`src/rtl/lut_neuron_loader_if.sv`:
```
// rtl/lut_neuron_loader_if.sv - config stream and lookup handshake bundle for lut_neuron_loader
// cfg_parity exists only when LUT_PARITY_EN is defined
interface lut_neuron_loader_if #(
  parameter int IN_BITS          = 4,
  parameter int OUT_BITS         = 2,
  parameter int ENTRIES_PER_WORD = 4
);
  localparam int CFG_W = ENTRIES_PER_WORD * OUT_BITS;

  logic                cfg_start;
  logic                cfg_valid;
  logic [CFG_W-1:0]    cfg_data;
  logic                cfg_ready;
  logic                load_done;
  logic                cfg_err;
  logic                in_valid;
  logic [IN_BITS-1:0]  in_data;
  logic                in_ready;
  logic                out_valid;
  logic [OUT_BITS-1:0] out_data;
`ifdef LUT_PARITY_EN
  logic                cfg_parity;

  modport master (
    output cfg_start, cfg_valid, cfg_data, cfg_parity, in_valid, in_data,
    input  cfg_ready, load_done, cfg_err, in_ready, out_valid, out_data
  );
  modport slave (
    input  cfg_start, cfg_valid, cfg_data, cfg_parity, in_valid, in_data,
    output cfg_ready, load_done, cfg_err, in_ready, out_valid, out_data
  );
`else
  modport master (
    output cfg_start, cfg_valid, cfg_data, in_valid, in_data,
    input  cfg_ready, load_done, cfg_err, in_ready, out_valid, out_data
  );
  modport slave (
    input  cfg_start, cfg_valid, cfg_data, in_valid, in_data,
    output cfg_ready, load_done, cfg_err, in_ready, out_valid, out_data
  );
`endif
endinterface

```
`src/rtl/lut_neuron_loader.sv`:
```
// rtl/lut_neuron_loader.sv - run-time loadable truth-table neuron with registered lookups
// LUT_PARITY_EN adds per-word even parity checking with a sticky cfg_err
module lut_neuron_loader #(
  parameter int IN_BITS          = 4,
  parameter int OUT_BITS         = 2,
  parameter int ENTRIES_PER_WORD = 4
) (
  input logic                 clk,
  input logic                 rst,
  lut_neuron_loader_if.slave  bus
);
  localparam int CFG_W     = ENTRIES_PER_WORD * OUT_BITS;
  localparam int DEPTH     = 2 ** IN_BITS;
  localparam int NUM_WORDS = DEPTH / ENTRIES_PER_WORD;
  localparam int WADDR_W   = (NUM_WORDS > 1) ? $clog2(NUM_WORDS) : 1;
  localparam logic [WADDR_W-1:0] LAST_WADDR = WADDR_W'(NUM_WORDS - 1);

  typedef enum logic [1:0] {
    st_empty = 2'd0,
    st_load  = 2'd1,
    st_armed = 2'd2
  } state_t;

  state_t               state_q, state_d;
  logic [WADDR_W-1:0]   waddr_q, waddr_d;
  logic                 load_done_q, load_done_d;
  logic                 cfg_err_q, cfg_err_d;
  logic                 cfg_ready_c;
  logic                 wr_en;
  logic                 par_ok;
  logic                 lookup;
  logic [OUT_BITS-1:0]  lut_q [DEPTH];
  logic                 out_valid_q;
  logic [OUT_BITS-1:0]  out_data_q;

`ifdef LUT_PARITY_EN
  assign par_ok = (bus.cfg_parity == ^bus.cfg_data);
`else
  assign par_ok = 1'b1;
`endif

  function automatic logic [IN_BITS-1:0] entry_addr(input logic [WADDR_W-1:0] w, input int k);
    return IN_BITS'(int'(w) * ENTRIES_PER_WORD + k);
  endfunction

  always_ff @(posedge clk) begin
    if (rst) begin
      state_q     <= st_empty;
      waddr_q     <= '0;
      load_done_q <= 1'b0;
      cfg_err_q   <= 1'b0;
    end else begin
      state_q     <= state_d;
      waddr_q     <= waddr_d;
      load_done_q <= load_done_d;
      cfg_err_q   <= cfg_err_d;
    end
  end

  // cfg_start overrides everything, including a word presented in the same cycle
  always_comb begin
    state_d     = state_q;
    waddr_d     = waddr_q;
    load_done_d = 1'b0;
    cfg_err_d   = cfg_err_q;
    cfg_ready_c = 1'b0;
    wr_en       = 1'b0;
    if (bus.cfg_start) begin
      state_d   = st_load;
      waddr_d   = '0;
      cfg_err_d = 1'b0;
    end else if (state_q == st_load) begin
      cfg_ready_c = 1'b1;
      if (bus.cfg_valid) begin
        if (!par_ok) begin
          state_d   = st_empty;
          waddr_d   = '0;
          cfg_err_d = 1'b1;
        end else begin
          wr_en = 1'b1;
          if (waddr_q == LAST_WADDR) begin
            state_d     = st_armed;
            waddr_d     = '0;
            load_done_d = 1'b1;
          end else begin
            waddr_d = waddr_q + 1'b1;
          end
        end
      end
    end
  end

  // Writes only happen in LOAD and lookups only in ARMED, so no bypass is needed
  always_ff @(posedge clk) begin
    if (rst) begin
      for (int i = 0; i < DEPTH; i++) lut_q[i] <= '0;
    end else if (wr_en) begin
      for (int k = 0; k < ENTRIES_PER_WORD; k++)
        lut_q[entry_addr(waddr_q, k)] <= bus.cfg_data[k*OUT_BITS +: OUT_BITS];
    end
  end

  assign lookup = bus.in_valid && (state_q == st_armed);

  always_ff @(posedge clk) begin
    if (rst) begin
      out_valid_q <= 1'b0;
      out_data_q  <= '0;
    end else begin
      out_valid_q <= lookup;
      if (lookup) out_data_q <= lut_q[bus.in_data];
    end
  end

  assign bus.cfg_ready = cfg_ready_c;
  assign bus.load_done = load_done_q;
  assign bus.cfg_err   = cfg_err_q;
  assign bus.in_ready  = (state_q == st_armed);
  assign bus.out_valid = out_valid_q;
  assign bus.out_data  = out_data_q;

endmodule

```
`src/flat_wrapper.sv`:
```
// flat-port wrapper written by rule: the top's interface ports become plain ports
module lut_neuron_loader_flat 
#(
  parameter int IN_BITS          = 4,
  parameter int OUT_BITS         = 2,
  parameter int ENTRIES_PER_WORD = 4
)
  (clk, rst, bus_cfg_start, bus_cfg_valid, bus_cfg_data, bus_in_valid, bus_in_data, bus_cfg_ready, bus_load_done, bus_cfg_err, bus_in_ready, bus_out_valid, bus_out_data);
  lut_neuron_loader_if #(.IN_BITS(IN_BITS), .OUT_BITS(OUT_BITS), .ENTRIES_PER_WORD(ENTRIES_PER_WORD)) bus_i ();
  input logic clk;
  input logic rst;
  input wire logic [$bits(bus_i.cfg_start)-1:0] bus_cfg_start;
  input wire logic [$bits(bus_i.cfg_valid)-1:0] bus_cfg_valid;
  input wire logic [$bits(bus_i.cfg_data)-1:0] bus_cfg_data;
  input wire logic [$bits(bus_i.in_valid)-1:0] bus_in_valid;
  input wire logic [$bits(bus_i.in_data)-1:0] bus_in_data;
  output wire logic [$bits(bus_i.cfg_ready)-1:0] bus_cfg_ready;
  output wire logic [$bits(bus_i.load_done)-1:0] bus_load_done;
  output wire logic [$bits(bus_i.cfg_err)-1:0] bus_cfg_err;
  output wire logic [$bits(bus_i.in_ready)-1:0] bus_in_ready;
  output wire logic [$bits(bus_i.out_valid)-1:0] bus_out_valid;
  output wire logic [$bits(bus_i.out_data)-1:0] bus_out_data;
  assign bus_i.cfg_start = bus_cfg_start;
  assign bus_i.cfg_valid = bus_cfg_valid;
  assign bus_i.cfg_data = bus_cfg_data;
  assign bus_i.in_valid = bus_in_valid;
  assign bus_i.in_data = bus_in_data;
  assign bus_cfg_ready = bus_i.cfg_ready;
  assign bus_load_done = bus_i.load_done;
  assign bus_cfg_err = bus_i.cfg_err;
  assign bus_in_ready = bus_i.in_ready;
  assign bus_out_valid = bus_i.out_valid;
  assign bus_out_data = bus_i.out_data;
  lut_neuron_loader #(.IN_BITS(IN_BITS), .OUT_BITS(OUT_BITS), .ENTRIES_PER_WORD(ENTRIES_PER_WORD)) u_core (.clk(clk), .rst(rst), .bus(bus_i));
endmodule
```
`config.mk`:
```
export PLATFORM = sky130hd
export DESIGN_NAME = lut_neuron_loader_flat
export DESIGN_NICKNAME = d
export VERILOG_FILES = /design/src/rtl/lut_neuron_loader_if.sv /design/src/rtl/lut_neuron_loader.sv /design/src/flat_wrapper.sv
export SDC_FILE = /design/constraint.sdc
export NUM_CORES = 1
export LEC_CHECK = 0
export CAP_MARGIN = 10
export CELL_PAD_IN_SITES_DETAIL_PLACEMENT = 1
export CELL_PAD_IN_SITES_GLOBAL_PLACEMENT = 2
export CORE_ASPECT_RATIO = 0.5
export CORE_MARGIN = 3
export CORE_UTILIZATION = 38
export DETAILED_ROUTE_END_ITERATION = 10
export GPL_TIMING_DRIVEN = 0
export HOLD_SLACK_MARGIN = 0.06
export PLACE_DENSITY_LB_ADDON = 0.2
export SKIP_LAST_GASP = 1
export SLEW_MARGIN = 20
export SYNTH_ARGS = -nofsm -noshare
export SYNTH_HDL_FRONTEND = slang
export SYNTH_SLANG_ARGS = --single-unit
```
`constraint.sdc`:
```
create_clock -name clk -period 2.1 [get_ports clk]
set_input_delay 0.63 -clock clk [delete_from_list [all_inputs] [get_ports clk]]
set_output_delay 0.63 -clock clk [all_outputs]
set_load 0.05 [all_outputs]
```
* Word-level counts from Yosys, hierarchy flattened
Memories as Yosys holds them, arrays and structs flattened. A register that Yosys moved wholly into a read port is not among the register bits.
Cells that the tools add are included.
Widths: inputs -> output; s select.
** Storage, ports and cells
- Memories kept :: 1
- Input bits :: 17
- Output and inout bits :: 7
- Register bits :: 6
- Bits in writable memories :: 32
** Memories
- u_core.lut_q :: depth 16, bits a word 2, rd ports 1, clocked after memory_dff 1, write ports 16, RTL line lut_neuron_loader.sv:32 : logic [OUT_BITS-1:0] lut_q [DEPTH];
** Cells by class
- Add/subtract/negate cells :: 4
- Eq/ne operators :: 3
- Bitwise operators :: 2
- Multiplexer cells :: 28
- Reductions and logical operators :: 13
** Operators with widths (count)
- $mux 1 :: 19
- $mux 4 :: 4
- $mux 2 :: 5
- $reduce_or 2->1 :: 5
- $add 4x2->4 const B :: 2
- $reduce_and 3->1 :: 2
- $reduce_bool 2->1 :: 3
- $add 4x1->4 const B :: 1
- $eq 2x2->1 const B :: 2
- $reduce_or 4->1 :: 1
- $add 2x1->2 const B :: 1
- $eq 2x1->1 const B :: 1
- $not 1->1 :: 2
- $reduce_and 2->1 :: 1
- $logic_and 1x1->1 :: 1

* Longest topological paths before layout
Gate-level depths: netlist of run 1.
- Depth in word-level cells :: 8
- Depth in mapped cells :: 5
- Depth with buffers taken out :: 4

* Worst setup path before layout of run 1
Ideal clock, no wire load.
- Kind :: input -> output
- Start :: input bus_cfg_start
- End :: output bus_cfg_ready
- Arrival :: 1.788 ns
- Data required time :: 1.470 ns
- Slack :: -0.318 ns
- Stages on the path :: 1
- Cells stage by stage :: nor3b_1
** On the way
- Cells in the longest elaborated chain, start to end :: 1
** RTL lines
- start: declaration :: RTL line flat_wrapper.sv:12 : input wire logic [$bits(bus_i.cfg_start)-1:0] bus_cfg_start;
- $mux 1 :: RTL line lut_neuron_loader.sv:68 : if (bus.cfg_start) begin
- end: declaration :: RTL line flat_wrapper.sv:17 : output wire logic [$bits(bus_i.cfg_ready)-1:0] bus_cfg_ready;
No other way between the ends.

* Worst setup path after layout of run 1
- Start :: register u_core.state_q[1]
- End :: output bus_in_ready
** On the way
- Cells in the longest elaborated chain, start to end :: 1
** RTL lines
- start: declaration :: RTL line lut_neuron_loader.sv:24 : state_t state_q, state_d;
- start signal: assignment :: RTL line lut_neuron_loader.sv:48 : state_q <= st_empty;
- start signal: assignment :: RTL line lut_neuron_loader.sv:53 : state_q <= state_d;
- $eq 2x2->1 :: RTL line lut_neuron_loader.sv:118 : assign bus.in_ready = (state_q == st_armed);
- end: declaration :: RTL line flat_wrapper.sv:20 : output wire logic [$bits(bus_i.in_ready)-1:0] bus_in_ready;
No other way between the ends.

==> impl_metrics.ini, run 1 <==
[routing]
wl_per_cell_microns = 15.6
drc = 0
ant_nets = 0
totalWireLength_microns = 3490
dr.pass1.iters = 4
vias = 1075
first_iter_violations = 37
vias_per_cell = 4.80

[critical_path]
path_max_fanout = 6
worstSetupEndpointType = primary output
critPathLaunchType = flop
cp.arrival_ns = 1.39
path_class = reg2out
worstPathRequired_ns = 1.47
cp_cell_sequence = inv_1 -> nor2_1 -> clkdlybuf4s15_1
worst_path_max_delay_cell = clkdlybuf4s15_1
critPathMaxStageDelay_ns = 0.50
path_buf_inv = 2
cp_top_family = buffers and inverters

[timing]
finalSetupTns_ns = 0
min_period_ns = 2.02
timing.final.crit_share_pct = 96.3
fin_ws_ns = 0.0783
slew_headroom_pct = 65.8
hold_viol_final = 0
rsz0062_at_grt = no
max_freq_ghz = 0.495
fin_skew_ns = 0.00429
tightest_slew_ns = 0.512
finalSetupViolations = 0
drv_slew = 0

[global_route]
grt_pass1_vias = 1183
grt_pass1_wl_microns = 5840
grt_overflow_total = 0
grt_max_degree = 13
antenna_found_initial = 0
grt_usage_pct = 13.2

[logic_synthesis]
yosysSeqAreaShare_pct = 59.1
syn_nets = 152
synthTopCellsByArea = edfxtp_1, and2_1, mux4_2, dfxtp_1, mux2i_1
ys_ff_latch = 40
syn_area_per_cell_sq_um = 14.5
synth_top_area_share_pct = 50.6
syn_inst = 131
netlist_area_sq_mm = 0.00190
yosys.area.top_type = edfxtp_1
synth_cell_types = 27
synth_warnings = 0

[clocking]
cts_buffers = 5
clk_pin_slew_ns = 0.07
cts.hold.buffers_added = 0
cts_root_buffer = clkbuf_8
clock_latency_ns = 0.29
clockBufferDepth = 2
htreeDepth = 2
cts_tree = built
clock-sinks = 40

[placed_design]
io_buffer_count = 19
routabilityCongestion = 0.738
dpl.hpwl_microns = 2580
dp_cells = 216
dpl_worst_slack_ns = -0.724

[power_and_ir_drop]
powerDensity_mw_per_mm2 = 660
power_leakage_uw = 0.000901
vdd_drop_max_v = 0.000278
power_uw = 1500

[min_path]
hp-class = reg2reg

[floorplan]
dieWidth_microns = 106
core_area_sq_mm = 0.00459
io_pins = 24
rows = 17
die_h_microns = 56.0
start_util_pct = 41.3
dieArea_sq_mm = 0.00593

[status]
outcome = finished clean

[cells_and_area]
area_growth_pct = 19.9
drive_gt1_share_pct = 20.9
fin_cells = 224
nets = 178
antenna-diode-count = 0
n_fill_cell = 491

[run]
max_cap_violations = 0
-- layer usage --
layer / track usage [%] / share of wire [%] / up-vias
met2: 20.1 / 44 / 20
met3: 4.17 / 4.5 / 9
met4: 5.54 / 1.7 / 0
li1: - / - / 522
met5: 0 / 0 / -
met1: 17.5 / 50 / 524
-- Yosys cell counts --
library cell and instances:
nor3b_1 1, dfxtp_1 8, nor3_1 2, and2_1 33, buf_6 4, clkbuf_1 1, nor3_2 1, a21boi_0 1
mux4_2 8, a21oi_1 1, clkbuf_2 1, and3b_1 1, conb_1 1, mux2i_1 6, a221oi_1 2, and3b_2 1
buf_4 3, or2_1 3, nand4b_1 1, ha_1 4, and3_4 3, nand3b_1 1, nor2_1 6, edfxtp_1 32
o21bai_1 2, inv_1 3, or2_2 1
-- metrics by stage --
step           utilization, %  hold slack, ns  cell area [sq um]
4_1_cts                  49.2           0.548               2260
2_1_floorplan               -           0.504               1900
6_report                 49.5           0.546               2280
3_5_place_dp             47.4           0.537               2180
5_1_grt                  49.5           0.574               2280
3_3_place_gp             47.4           0.526               2180
-- cell type report --
cell class	instances	area, sq um	share of cell area, %
inverters	3	11.3	0.495
clock inverters	1	5.00	0.220
flip-flops and latches	40	1120	49.3
well taps	66	82.6	3.63
repair buffers	19	195	8.58
clock buffers	7	76.3	3.35
plain buffers	9	76.3	3.35
multi-input cells	79	708	31.1
-- cells in the final DEF (no fill, tap or decap), drive strengths merged, types with 2 or more instances in the layout --
cell           count
dfxtp              8
inv                3
clkdlybuf4s50     14
and3               3
nor3               3
clkbuf             9
nor2               6
ha                 4
o21bai             2
buf                8
a221oi             2
edfxtp            32
mux4               8
dlymetal6s2s       3
mux2i              6
and2              33
or2                4
and3b              2
-- tightest hold or removal path, cell delays in order (launching register included) --
cell and delay (ns):
dfxtp_1 0.32, o21bai_1 0.13, a221oi_1 0.05
-- state kept, by name, summed over array words and instances, names as in the netlist --
name                  flops
u_core.bus.load_done      1
u_core.lut_q             32
u_core.state_q            2
u_core.bus.out_data       2
u_core.bus.out_valid      1
u_core.waddr_q            2
-- kinds of logic after synthesis --
group	count (synthesis)	share of synthesized area, %
and+or+nand+nor	54	18.5
DFF	40	59.1
muxes	14	12.7
buffers and inverters	12	4.61
AOI/OAI and AO/OA	6	2.37
adders and majority gates	4	2.64
other	1	0.198
-- where the power goes --
group | internal, uW | switching (uW)
Sequential | 877 | 8.22
Clock | 233 | 255
Combinational | 67.6 | 61.4
Total | 1180 | 324
-- worst paths after layout --
| path | end | slack, ns | depth (start not counted) | startpoint |
|---|---|---|---|---|
| min | u_core.bus.out_data[0] | 0.55 | 2 | u_core.bus.out_data[0] |
| max | bus_in_ready | 0.08 | 3 | u_core.state_q[1] |
| min reg2reg | u_core.bus.out_data[0] | 0.55 | 2 | u_core.bus.out_data[0] |
| max reg2reg | u_core.lut_q[15][0] | 0.35 | 4 | u_core.waddr_q[0] |
-- repair_timing --
item | 4_1_cts | 5_1_grt
cloned | 0 | 0
gates resized for setup | 9 | 7
endpoints found under the setup margin | 34 | 20
setup buffers | 0 | 0
Power figures use the tool's default switching activity.
==> run 2, diff against run 1 <==
PLACE_DENSITY_LB_ADDON = 0.1   (was 0.2)
==> impl_metrics.ini, run 2 (synthesized netlist as in run 1, its figures left out) <==
[routing]
dr.pass1.iters = 4
totalWireLength_microns = 3620
vias = 1063
ant_nets = 0
first_iter_violations = 34
vias_per_cell = 4.75
drc = 0
wl_per_cell_microns = 16.1

[cells_and_area]
n_fill_cell = 481
antenna-diode-count = 0
area_growth_pct = 22.2
final_common_cell = and2_1
final_core_util_pct = 50.5
nets = 178
final_cell_mix = and2_1, edfxtp_1, clkdlybuf4s50_1
largest-register = u_core.lut_q
fin_cells = 224
largest_reg_flops = 32
drive_gt1_share_pct = 22.2

[floorplan]
core_area_sq_mm = 0.00459
io_pins = 24
rows = 17
start_util_pct = 41.3
dieArea_sq_mm = 0.00593
dieWidth_microns = 106
die_h_microns = 56.0

[global_route]
antenna_found_initial = 0
grt_pass1_wl_microns = 6110
grt_max_degree = 14
grt_pass1_vias = 1157
grt_overflow_total = 0
grt_usage_pct = 13.9

[timing]
max_freq_ghz = 0.486
min_period_ns = 2.06
slew_headroom_pct = 65.6
rsz0062_at_grt = no
timing.final.crit_share_pct = 98.0
fin_ws_ns = 0.0418
fin_skew_ns = 0.00625
fin_hold_ws_ns = 0.540
finalSetupViolations = 0
drv_slew = 0
hold_viol_final = 0
tightest_slew_ns = 0.515

[clocking]
clockBufferDepth = 2
cts_buffers = 5
clock-sinks = 40
cts.hold.buffers_added = 0
cts_root_buffer = clkbuf_8
clk_pin_slew_ns = 0.08
clock_latency_ns = 0.30
htreeDepth = 2
post_cts_buffers = 0
cts_tree = built

[critical_path]
worstPathRequired_ns = 1.47
r2r_end = u_core.lut_q[13][0]
path_max_fanout = 2
reg2reg_setup_slack_ns = 0.32
path_buf_inv = 1
critPathLaunchType = flop
cp_cell_sequence = clkdlybuf4s50_1
cp.arrival_ns = 1.43
critPathMaxStageDelay_ns = 0.80
worst_path_max_delay_cell = clkdlybuf4s50_1
r2r-start = u_core.waddr_q[0]
cp_top_family = buffers and inverters
path_class = reg2out
cp-startpoint = u_core.bus.out_data[0]
r2r_cells = 4
worstSetupEndpointType = primary output

[power_and_ir_drop]
power_uw = 1760
power_leakage_uw = 0.000906
vdd_drop_max_v = 0.000312
powerDensity_mw_per_mm2 = 761

[min_path]
hold_path_depth = 2
hp-class = reg2reg
hp-start = u_core.bus.out_data[1]
hold_end = u_core.bus.out_data[1]

[placed_design]
dpl_worst_slack_ns = -0.716
io_buffer_count = 19
dp_cells = 216
routabilityCongestion = 0.727
dpl.hpwl_microns = 2630

[run]
max_cap_violations = 0

[status]
outcome = finished clean
-- run 2: cell types whose count changed in the layout (fill, tap and decap cells not counted) --
cell | before | now
clkbuf_2 | 1 | 2
clkdlybuf4s15_1 | 1 | 0
dlymetal6s2s_1 | 3 | 2
bufinv_16 | 0 | 2
clkbuf_1 | 3 | 2
clkinv_2 | 1 | 0
clkdlybuf4s50_1 | 14 | 15
-- run 2: worst max path at each step --
stage / slack (ns) / cells past startpoint / endpoint
after floorplan: 0.17 / 1 / bus_cfg_ready
after global placement: -0.73 / 3 / bus_cfg_ready
after detailed placement: -0.72 / 3 / bus_cfg_ready
after CTS: -0.18 / 3 / bus_cfg_ready
after global routing: 0.003 / 1 / bus_out_data[0]
final: 0.04 / 1 / bus_out_data[0]
-- run 2: cell type report --
class,count,area (sq um),share of cell area [%]
clock buffers,6,72.6,3.13
plain buffers,9,76.3,3.29
well taps,66,82.6,3.56
repair buffers,19,188,8.09
inverters,3,11.3,0.485
flip-flops and latches,40,1120,48.3
multi-input cells,79,708,30.5
clock inverters,2,60.1,2.59
-- run 2: what timing repair did --
action	CTS	global route
gates resized for setup	9	7
setup endpoints to repair	34	11
hold endpoints to repair	0	0
-- run 2: metal layers --
| layer | GRT usage [%] | vias to the layer above | wire length, microns |
|---|---|---|---|
| met5 | 0 | - | 0 |
| met2 | 20.8 | 23 | 1540 |
| met4 | 4.98 | 0 | 53 |
| met1 | 19.0 | 513 | 1830 |
| met3 | 4.52 | 8 | 193 |
| li1 | - | 519 | - |
-- run 2: stage by stage --
stage          TNS (ns)  cell area (sq um)
2_1_floorplan         0               1900
3_3_place_gp     -12.69               2180
3_5_place_dp     -13.42               2180
4_1_cts          -0.333               2310
5_1_grt               0               2320
6_report              0               2320
-- run 2: power breakdown --
group	switching (uW)	internal (uW)	leakage, uW
clock	274	475	0.0000654
combinational	62.4	67.6	0.000445
sequential	8.59	877	0.000395
==> run 3, diff against run 2 <==
CORE_UTILIZATION = 40   (was 38)
CTS_BUF_LIST = sky130_fd_sc_hd__clkbuf_2 sky130_fd_sc_hd__clkbuf_4 sky130_fd_sc_hd__clkbuf_8   (was default)
GPL_TIMING_DRIVEN = default   (was 0)
SLEW_MARGIN = 15   (was 20)
==> impl_metrics.ini, run 3 (synthesized netlist as in run 1, its figures left out) <==
[status]
outcome = finished clean

[min_path]
hp-class = reg2reg
hp-start = u_core.bus.out_data[0]
hold_end = u_core.bus.out_data[0]
hold_path_depth = 2

[critical_path]
worstPathRequired_ns = 1.47
cp_cell_sequence = clkdlybuf4s50_1
path_max_fanout = 1
path_class = reg2out
worst_path_max_delay_cell = clkdlybuf4s50_1
cp_top_family = buffers and inverters
r2r_end = u_core.lut_q[10][1]
critPathLaunchType = flop
reg2reg_setup_slack_ns = 0.57
r2r-start = u_core.state_q[1]
cp.arrival_ns = 1.40
path_buf_inv = 1
r2r_cells = 4
critPathMaxStageDelay_ns = 0.79
worstSetupEndpointType = primary output

[global_route]
grt_overflow_total = 0
grt_usage_pct = 15.9
grt_pass1_wl_microns = 6130
grt_max_degree = 14
antenna_found_initial = 0
grt_pass1_vias = 1209

[floorplan]
start_util_pct = 42.3
dieWidth_microns = 103
die_h_microns = 54.7
dieArea_sq_mm = 0.00566
core_area_sq_mm = 0.00449
rows = 17
io_pins = 24

[timing]
hold_viol_final = 0
rsz0062_at_grt = no
timing.final.crit_share_pct = 96.6
max_freq_ghz = 0.493
finalSetupTns_ns = 0
fin_skew_ns = 0.00997
finalSetupViolations = 0
drv_slew = 0
min_period_ns = 2.03
fin_hold_ws_ns = 0.560

[power_and_ir_drop]
power_uw = 1660
p_seq_share_pct = 53.4
clockPowerShare_pct = 37.1
p_sw_uw = 342
power_leakage_uw = 0.000945
vdd_drop_max_v = 0.000346
power_frac_comb_pct = 9.5
powerDensity_mw_per_mm2 = 683
p_int_uw = 1320
p_sw_share_pct = 20.6

[cells_and_area]
antenna-diode-count = 0
area_growth_pct = 28.3
final_common_cell = and2_1
drive_gt1_share_pct = 26.2
largest-register = u_core.lut_q
nets = 188
final_cell_mix = and2_1, edfxtp_1, clkdlybuf4s50_1
largest_reg_flops = 32
final_core_util_pct = 54.3

[clocking]
clock_latency_ns = 0.29
clockBufferDepth = 2
clock-sinks = 40
cts_root_buffer = clkbuf_8
clk_pin_slew_ns = 0.08
cts.hold.buffers_added = 0
cts_buffers = 5
cts_tree = built
htreeDepth = 2

[run]
max_cap_violations = 0

[routing]
drc = 0
wl_per_cell_microns = 16.7
vias = 1144
totalWireLength_microns = 3920
first_iter_violations = 27
dr.pass1.iters = 4
ant_nets = 0
vias_per_cell = 4.89

[placed_design]
io_buffer_count = 22
routabilityCongestion = 0.747
dpl.hpwl_microns = 3020
[run 3: cell count changes in the layout (fill, tap and decap cells not counted), sizes merged]
cell,change
buf,+13
bufinv,-1
clkbuf,-4
clkdlybuf4s50,+1
clkinv,+1
clkinvlp,+1
dlygate4sd2,+1
dlymetal6s2s,-2
[run 3: timing repair]
item | 4_1_cts | 5_1_grt
setup buffers | 0 | 0
gates resized for setup | 1 | 0
setup endpoints to repair | 1 | 0
[run 3: worst register-to-register path, stage by stage, from the launching register on]
cell     delay [ns]
dfxtp_1        0.43
and3b_1        0.27
and3_4         0.20
or2_1          0.24
buf_12         0.15
[run 3: final cells by class]
| type | instances | area (sq um) |
|---|---|---|
| fillers | 451 | 2050 |
| inverters | 3 | 11.3 |
| multi-input cells | 79 | 694 |
| well taps | 66 | 82.6 |
| clock inverters | 3 | 42.5 |
| clock buffers | 5 | 68.8 |
| repair buffers | 38 | 414 |
| flip-flops and latches | 40 | 1120 |
[run 3: worst max path at each step]
stage                     slack (ns)                  to                 start  depth (start not counted)
after CTS                       0.05       bus_out_valid  u_core.bus.out_valid                          1
final                           0.07       bus_out_valid  u_core.bus.out_valid                          1
after global routing            0.01       bus_out_valid  u_core.bus.out_valid                          1
after detailed placement       -0.11  u_core.lut_q[8][1]         bus_cfg_valid                          5
after global placement         -0.09       bus_cfg_ready         bus_cfg_start                          3
after floorplan                 0.17       bus_cfg_ready         bus_cfg_start                          1
[run 3: power groups by stage]
stage / sequential (uW) / clock (uW) / combinational (uW)
2_1_floorplan: 900 / 0 / 76.6
3_3_place_gp: 903 / 0 / 158
3_5_place_dp: 906 / 0 / 162
4_1_cts: 888 / 640 / 161
5_1_grt: 891 / 672 / 171
6_report: 888 / 617 / 158
[run 3: metrics by stage]
| stage | area [sq um] | worst slack (ns) | cells |
|---|---|---|---|
| 2_1_floorplan | 1900 | 0.174 | 131 |
| 5_1_grt | 2430 | 0.0143 | 234 |
| 6_report | 2430 | 0.0712 | 234 |
| 3_5_place_dp | 2320 | -0.107 | 226 |
| 4_1_cts | 2430 | 0.0499 | 234 |
| 3_3_place_gp | 2320 | -0.0894 | 226 |
[run 3: per-layer routing]
metal  routed length, microns  track usage, %  vias up
li1                         -               -      542
met1                     1820            19.5      576
met2                     1870            25.8       21
met3                      192            6.49        5
met4                       36            5.59        0
met5                        0               0        -
==> edit 1: new RTL, settings of run 2 <==
`ENTRIES_PER_WORD` is set to 4 in 3 places; all go to 8.
--- a/src/rtl/lut_neuron_loader_if.sv
+++ b/src/rtl/lut_neuron_loader_if.sv
@@ -3,7 +3,7 @@
 interface lut_neuron_loader_if #(
   parameter int IN_BITS          = 4,
   parameter int OUT_BITS         = 2,
-  parameter int ENTRIES_PER_WORD = 4
+  parameter int ENTRIES_PER_WORD = 8
 );
   localparam int CFG_W = ENTRIES_PER_WORD * OUT_BITS;
 
--- a/src/rtl/lut_neuron_loader.sv
+++ b/src/rtl/lut_neuron_loader.sv
@@ -3,7 +3,7 @@
 module lut_neuron_loader #(
   parameter int IN_BITS          = 4,
   parameter int OUT_BITS         = 2,
-  parameter int ENTRIES_PER_WORD = 4
+  parameter int ENTRIES_PER_WORD = 8
 ) (
   input logic                 clk,
   input logic                 rst,
--- a/src/flat_wrapper.sv
+++ b/src/flat_wrapper.sv
@@ -3,7 +3,7 @@
 #(
   parameter int IN_BITS          = 4,
   parameter int OUT_BITS         = 2,
-  parameter int ENTRIES_PER_WORD = 4
+  parameter int ENTRIES_PER_WORD = 8
 )
   (clk, rst, bus_cfg_start, bus_cfg_valid, bus_cfg_data, bus_in_valid, bus_in_data, bus_cfg_ready, bus_load_done, bus_cfg_err, bus_in_ready, bus_out_valid, bus_out_data);
   lut_neuron_loader_if #(.IN_BITS(IN_BITS), .OUT_BITS(OUT_BITS), .ENTRIES_PER_WORD(ENTRIES_PER_WORD)) bus_i ();
Ports: changed (resized bus_cfg_data); port bits go from 24 to 32. The function was not compared with the original's and may differ.
==> edit 1 against run 2 <==
  * Synthesized area shrank 6.6%
  * Setup slack gained 0.0033 ns
  * Wire length grew 2.5%
  * Total power shrank 7.3%
  * Synthesized cell count shrank 13%
  * Sequential cell count shrank 1
  * Non-clock buffer count grew 7
  * Final area shrank 3.7%
  * Critical path type unchanged
==> edit 1: results (changes against run 2) <==
top_register: "u_core.lut_q"
routed_wl_um: 3710  # +2.5%
antennaDiodeCount: 0  # unchanged
grt_pass1_vias: 1123  # -2.9%
antenna_found_initial: 0  # unchanged
drtIter0Drc: 45  # +32%
place_area_um2: 2110  # -3.2%
port_buffers: 26  # +7
leakage_nw: 0.870  # -3.9%
place_congestion: 0.730  # +0.45%
dpl.hpwl_um: 2530  # -3.8%
clock_latency_ns: 0.29
dp.cells: 194  # -10%
via_per_inst: 5.01  # +5.7%
cts_max_level: 2  # unchanged
grt_start_max_net_pins: 17  # +3
ir_drop_v: 0.000287  # -8.0%
fin_skew_ns: 0.00597  # -0.000280 ns
cts_buffers: 5  # unchanged
wl_per_cell_um: 18.1  # +12%
grtUsageTotal_pct: 14.9  # +0.94 points
clk_path_buf_depth: 2  # unchanged
synth_common_cells: "and2_1, edfxtp_1, mux4_2"
ys_types: 25  # -7.4%
syn_inst: 114  # -13%
max_slew.worst_pin.slew_ns: 0.504  # -0.0110 ns
cts_root_buf: "clkbuf_8"
grt_pass1_wl_um: 5820  # -4.7%
nets: 175  # -1.7%
outcome: "finished, final reports clean"
switching_power_uw: 339  # -1.7%
ys_top_cells_by_area: "edfxtp_1, and2_1, mux4_2"
syn_nets: 139  # -8.6%
drive_above_1_share_pct: 22.5  # +0.36 points
ys_seq_area_share_pct: 62.1  # +3.0 points
==> edit 1: cell types whose count changed after synthesis, moves of 2 or more <==
cell	run 2	this run
buf_6	4	1
nor2_1	6	4
ha_1	4	0
inv_1	3	0
mux2i_1	6	4
and3_4	3	0
==> edit 1: layout make-up <==
| type | instances | area [um2] |
|---|---|---|
| buffer | 7 | 48.8 |
| multi-input combinational | 69 | 642 |
| clock buffer | 7 | 76.3 |
| fill | 404 | 1950 |
| sequential | 39 | 1100 |
| tap | 54 | 67.6 |
| timing repair buffer | 28 | 268 |
| clock inverter | 1 | 30.0 |
==> edit 1: stage by stage <==
| step | setup WS [ns] | hold WS [ns] | TNS (ns) |
|---|---|---|---|
| final | 0.0451 | 0.554 | 0 |
| after global routing | -0.00722 | 0.594 | -0.0459 |
| after CTS | -0.227 | 0.568 | -0.227 |
| after detailed placement | -0.878 | 0.548 | -32.48 |
| after global placement | -0.859 | 0.532 | -32.18 |
| after floorplan | 0.0535 | 0.522 | 0 |
==> edit 1: cell families (layout without fill, tap and decap cells) <==
logic type / after synthesis / count (layout) / synth area share, %
multiplexers: 12 / 12 / 12.4
AO/OA/AOI/OAI: 6 / 6 / 2.54
other: 1 / 1 / 0.212
flip-flops: 39 / 39 / 62.1
XOR/XNOR: 1 / 1 / 0.494
AND/OR/NAND/NOR: 48 / 49 / 19.5
buffers and inverters: 7 / 43 / 2.75
==> edit 1: power by group through the flow <==
stage | Sequential [mW] | Combinational, mW | Clock (mW)
detailed placement | 0.892 | 0.141 | 0
finish | 0.873 | 0.144 | 0.618
global route | 0.877 | 0.156 | 0.667
CTS | 0.874 | 0.145 | 0.630
global placement | 0.889 | 0.139 | 0
floorplan | 0.887 | 0.0773 | 0
==> edit 1: worst paths after layout <==
kind         slack, ns  cells past startpoint                endpoint                   start
max               0.05                      1         bus_out_data[0]  u_core.bus.out_data[0]
min reg2reg       0.55                      2  u_core.bus.out_data[1]  u_core.bus.out_data[1]
min               0.55                      2  u_core.bus.out_data[1]  u_core.bus.out_data[1]
max reg2reg       0.47                      4      u_core.lut_q[6][1]       u_core.state_q[1]
==> edit 1: per-layer routing <==
metal,track usage (%),vias up,wire [um]
met3,4.96,8,186
met4,5.23,0,49
met1,19.6,505,1770
li1,-,490,-
met2,23.2,25,1710
met5,0,-,0
==> edit 1: timing repair <==
item                       CTS  global route
pin swaps                    3             0
setup endpoints to repair   34            10
cloned                       1             0
buffers inserted             2             0
gates resized for setup     10             4
==> edit 2: new RTL, settings of run 2 <==
Without the edit above. Make the reset (`rst`) asynchronous in 3 clocked blocks.
--- a/src/rtl/lut_neuron_loader.sv
+++ b/src/rtl/lut_neuron_loader.sv
@@ -43,7 +43,7 @@
     return IN_BITS'(int'(w) * ENTRIES_PER_WORD + k);
   endfunction
 
-  always_ff @(posedge clk) begin
+  always_ff @(posedge clk or posedge rst) begin
     if (rst) begin
       state_q     <= st_empty;
       waddr_q     <= '0;
@@ -91,7 +91,7 @@
   end
 
   // Writes only happen in LOAD and lookups only in ARMED, so no bypass is needed
-  always_ff @(posedge clk) begin
+  always_ff @(posedge clk or posedge rst) begin
     if (rst) begin
       for (int i = 0; i < DEPTH; i++) lut_q[i] <= '0;
     end else if (wr_en) begin
@@ -102,7 +102,7 @@
 
   assign lookup = bus.in_valid && (state_q == st_armed);
 
-  always_ff @(posedge clk) begin
+  always_ff @(posedge clk or posedge rst) begin
     if (rst) begin
       out_valid_q <= 1'b0;
       out_data_q  <= '0;
Formal check against the unedited RTL: differs if rst is asserted again (counterexample within 4 cycles, from zero or initial values and one cycle with rst high); with rst held inactive, the same outputs for 10 cycles.
==> edit 2 against run 2 <==
  * Count of clock-buffer cells in the layout is the same
  * Critical path depth is the same
  * Synthesized area shrank 0.33%
  * Via count grew 10%
  * Setup slack gained 0.016 ns
  * Die area shrank 0.31%
  * Wire length grew 6.9%
  * Clock skew shrank 0.0012 ns
  * Final area shrank 1.7%
  * Non-clock buffer count shrank 2
  * Sequential cell count is the same
  * Largest cell class unchanged
Power is not compared: it rests on default switching activity, and its combinational part moved more than twofold at a synthesized area within 25%.
==> edit 2: results (changes against run 2) <==
clkTransAtPathRegs_ns: 0.07
grt_start_max_net_pins: 31  # +17
place_congestion: 0.716  # -1.5%
r2r-start: "u_core.state_q[1]"
worstPathArrival_ns: 1.41  # -0.02 ns
globalRoute.totalOverflow: 0  # unchanged
grtUsageTotal_pct: 14.6  # +0.70 points
route.vias.total: 1174  # +10%
outcome: "finished, final reports clean"
grt_pass1_wl_um: 6550  # +7.2%
syn_area_per_cell_um2: 13.2  # -8.7%
grt_use_met3_pct: 4.87  # +0.35 points
min_to: "u_core.lut_q[31]"
fillCellCount: 490  # +1.9%
max_slew.worst_pin.slew_ns: 0.500  # -0.0150 ns
synthArstFlopShare_pct: 100  # +100 points
drive_above_1_share_pct: 32.7  # +11 points
r2r_setup_slack_ns: 0.57  # +0.25 ns
ys_top_cells_by_area: "dfrtp_1, mux2_2, mux4_2"
port_buffers: 20  # +1
dp.cells: 230  # +6.5%
synth_ff_type: "dfrtp_1"
dpl.hpwl_um: 2880  # +9.5%
regToRegEndpoint: "u_core.lut_q[31]"
syn_nets: 165  # +8.6%
grtUsageMet2_pct: 22.6  # +1.7 points
drtIter0Drc: 33  # -2.9%
critPathMaxFanout: 1  # -1
hold_start: "u_core.lut_q[31]"
antennaDiodeCount: 0  # unchanged
ys.warnings.count: 0  # unchanged
fin_skew_ns: 0.00504  # -0.00120 ns
grt_pass1_vias: 1305  # +13%
synth_common_cells: "dfrtp_1, mux2_2, nand2_1"
stdcell_count: 237  # +5.8%
max_stage_delay_ns: 0.79
routed_wl_um: 3870  # +6.9%
hold_depth: 1  # -1
nets: 193  # +8.4%
ys_seq_area_share_pct: 52.9  # -6.2 points
antenna_found_initial: 0  # unchanged
grt_use_met1_pct: 19.2  # +0.16 points
## edit 2: cell count changes after synthesis, moves of 4 or more
cell	delta
nand2_2	+4
edfxtp_1	-32
nand2b_1	+4
dfxtp_1	-8
mux2_2	+31
buf_6	-4
nand2_1	+10
and2_1	-33
mux4_2	-4
dfrtp_1	+40
## edit 2: cell type report
type                       instances  area [um2]  share of cell area [%]
buffer                             5        30.0                    1.32
clock buffer                       6        72.6                    3.18
clock inverter                     1        5.00                   0.220
inverter                           5        18.8                   0.823
multi-input combinational         93         847                    37.2
sequential                        40        1000                    43.9
tap                               66        82.6                    3.62
timing repair buffer              21         223                    9.77
## edit 2: metrics by stage
step           hold WS, ns  util, %  TNS (ns)  setup WS [ns]  area [um2]
2_1_floorplan        0.459        -         0          0.174        1900
3_3_place_gp         0.472     47.4    -18.43         -0.763        2180
3_5_place_dp         0.486     47.9     -5.11         -0.775        2200
4_1_cts              0.502     49.5         0        0.00818        2270
5_1_grt              0.519     49.6         0        0.00833        2280
6_report             0.495     49.6         0         0.0576        2280
## edit 2: power groups by stage
| stage | logic (mW) | registers [mW] | clock network (mW) |
|---|---|---|---|
| 2_1_floorplan | 0.277 | 0.998 | 0 |
| 3_3_place_gp | 0.352 | 1.02 | 0 |
| 3_5_place_dp | 0.372 | 1.03 | 0 |
| 4_1_cts | 0.371 | 1.02 | 0.497 |
| 5_1_grt | 0.404 | 1.04 | 0.543 |
| 6_report | 0.364 | 1.02 | 0.480 |
## edit 2: logic make-up (layout without fill, tap and decap cells)
| family | Yosys count | count (layout) | share of synthesized area, % |
|---|---|---|---|
| and+or+nand+nor | 32 | 32 | 9.13 |
| AOI/OAI and AO/OA | 11 | 11 | 3.77 |
| DFF | 40 | 40 | 52.9 |
| buffers and inverters | 10 | 38 | 2.58 |
| adders and majority gates | 5 | 5 | 3.31 |
| other | 1 | 1 | 0.198 |
| muxes | 44 | 44 | 28.1 |
## edit 2: timing repair
action / CTS / global route
buffers inserted: 0 / 0
gates resized for setup: 10 / 2
setup endpoints to repair: 2 / 2
pin swaps: 0 / 0
## edit 2: worst max path at each step
stage / cells after the start / end / startpoint
finish: 1 / bus_load_done / u_core.bus.load_done
CTS: 1 / bus_out_data[1] / u_core.bus.out_data[1]
detailed placement: 3 / bus_cfg_ready / bus_cfg_start
floorplan: 1 / bus_cfg_ready / bus_cfg_start
global route: 1 / bus_out_valid / u_core.bus.out_valid
global placement: 3 / bus_cfg_ready / bus_cfg_start
## edit 2: layer usage
metal  vias up  routed length [um]
li1        556                   -
met1       583                1870
met2        28                1760
met3         7                 184
met4         0                  59
met5         -                   0
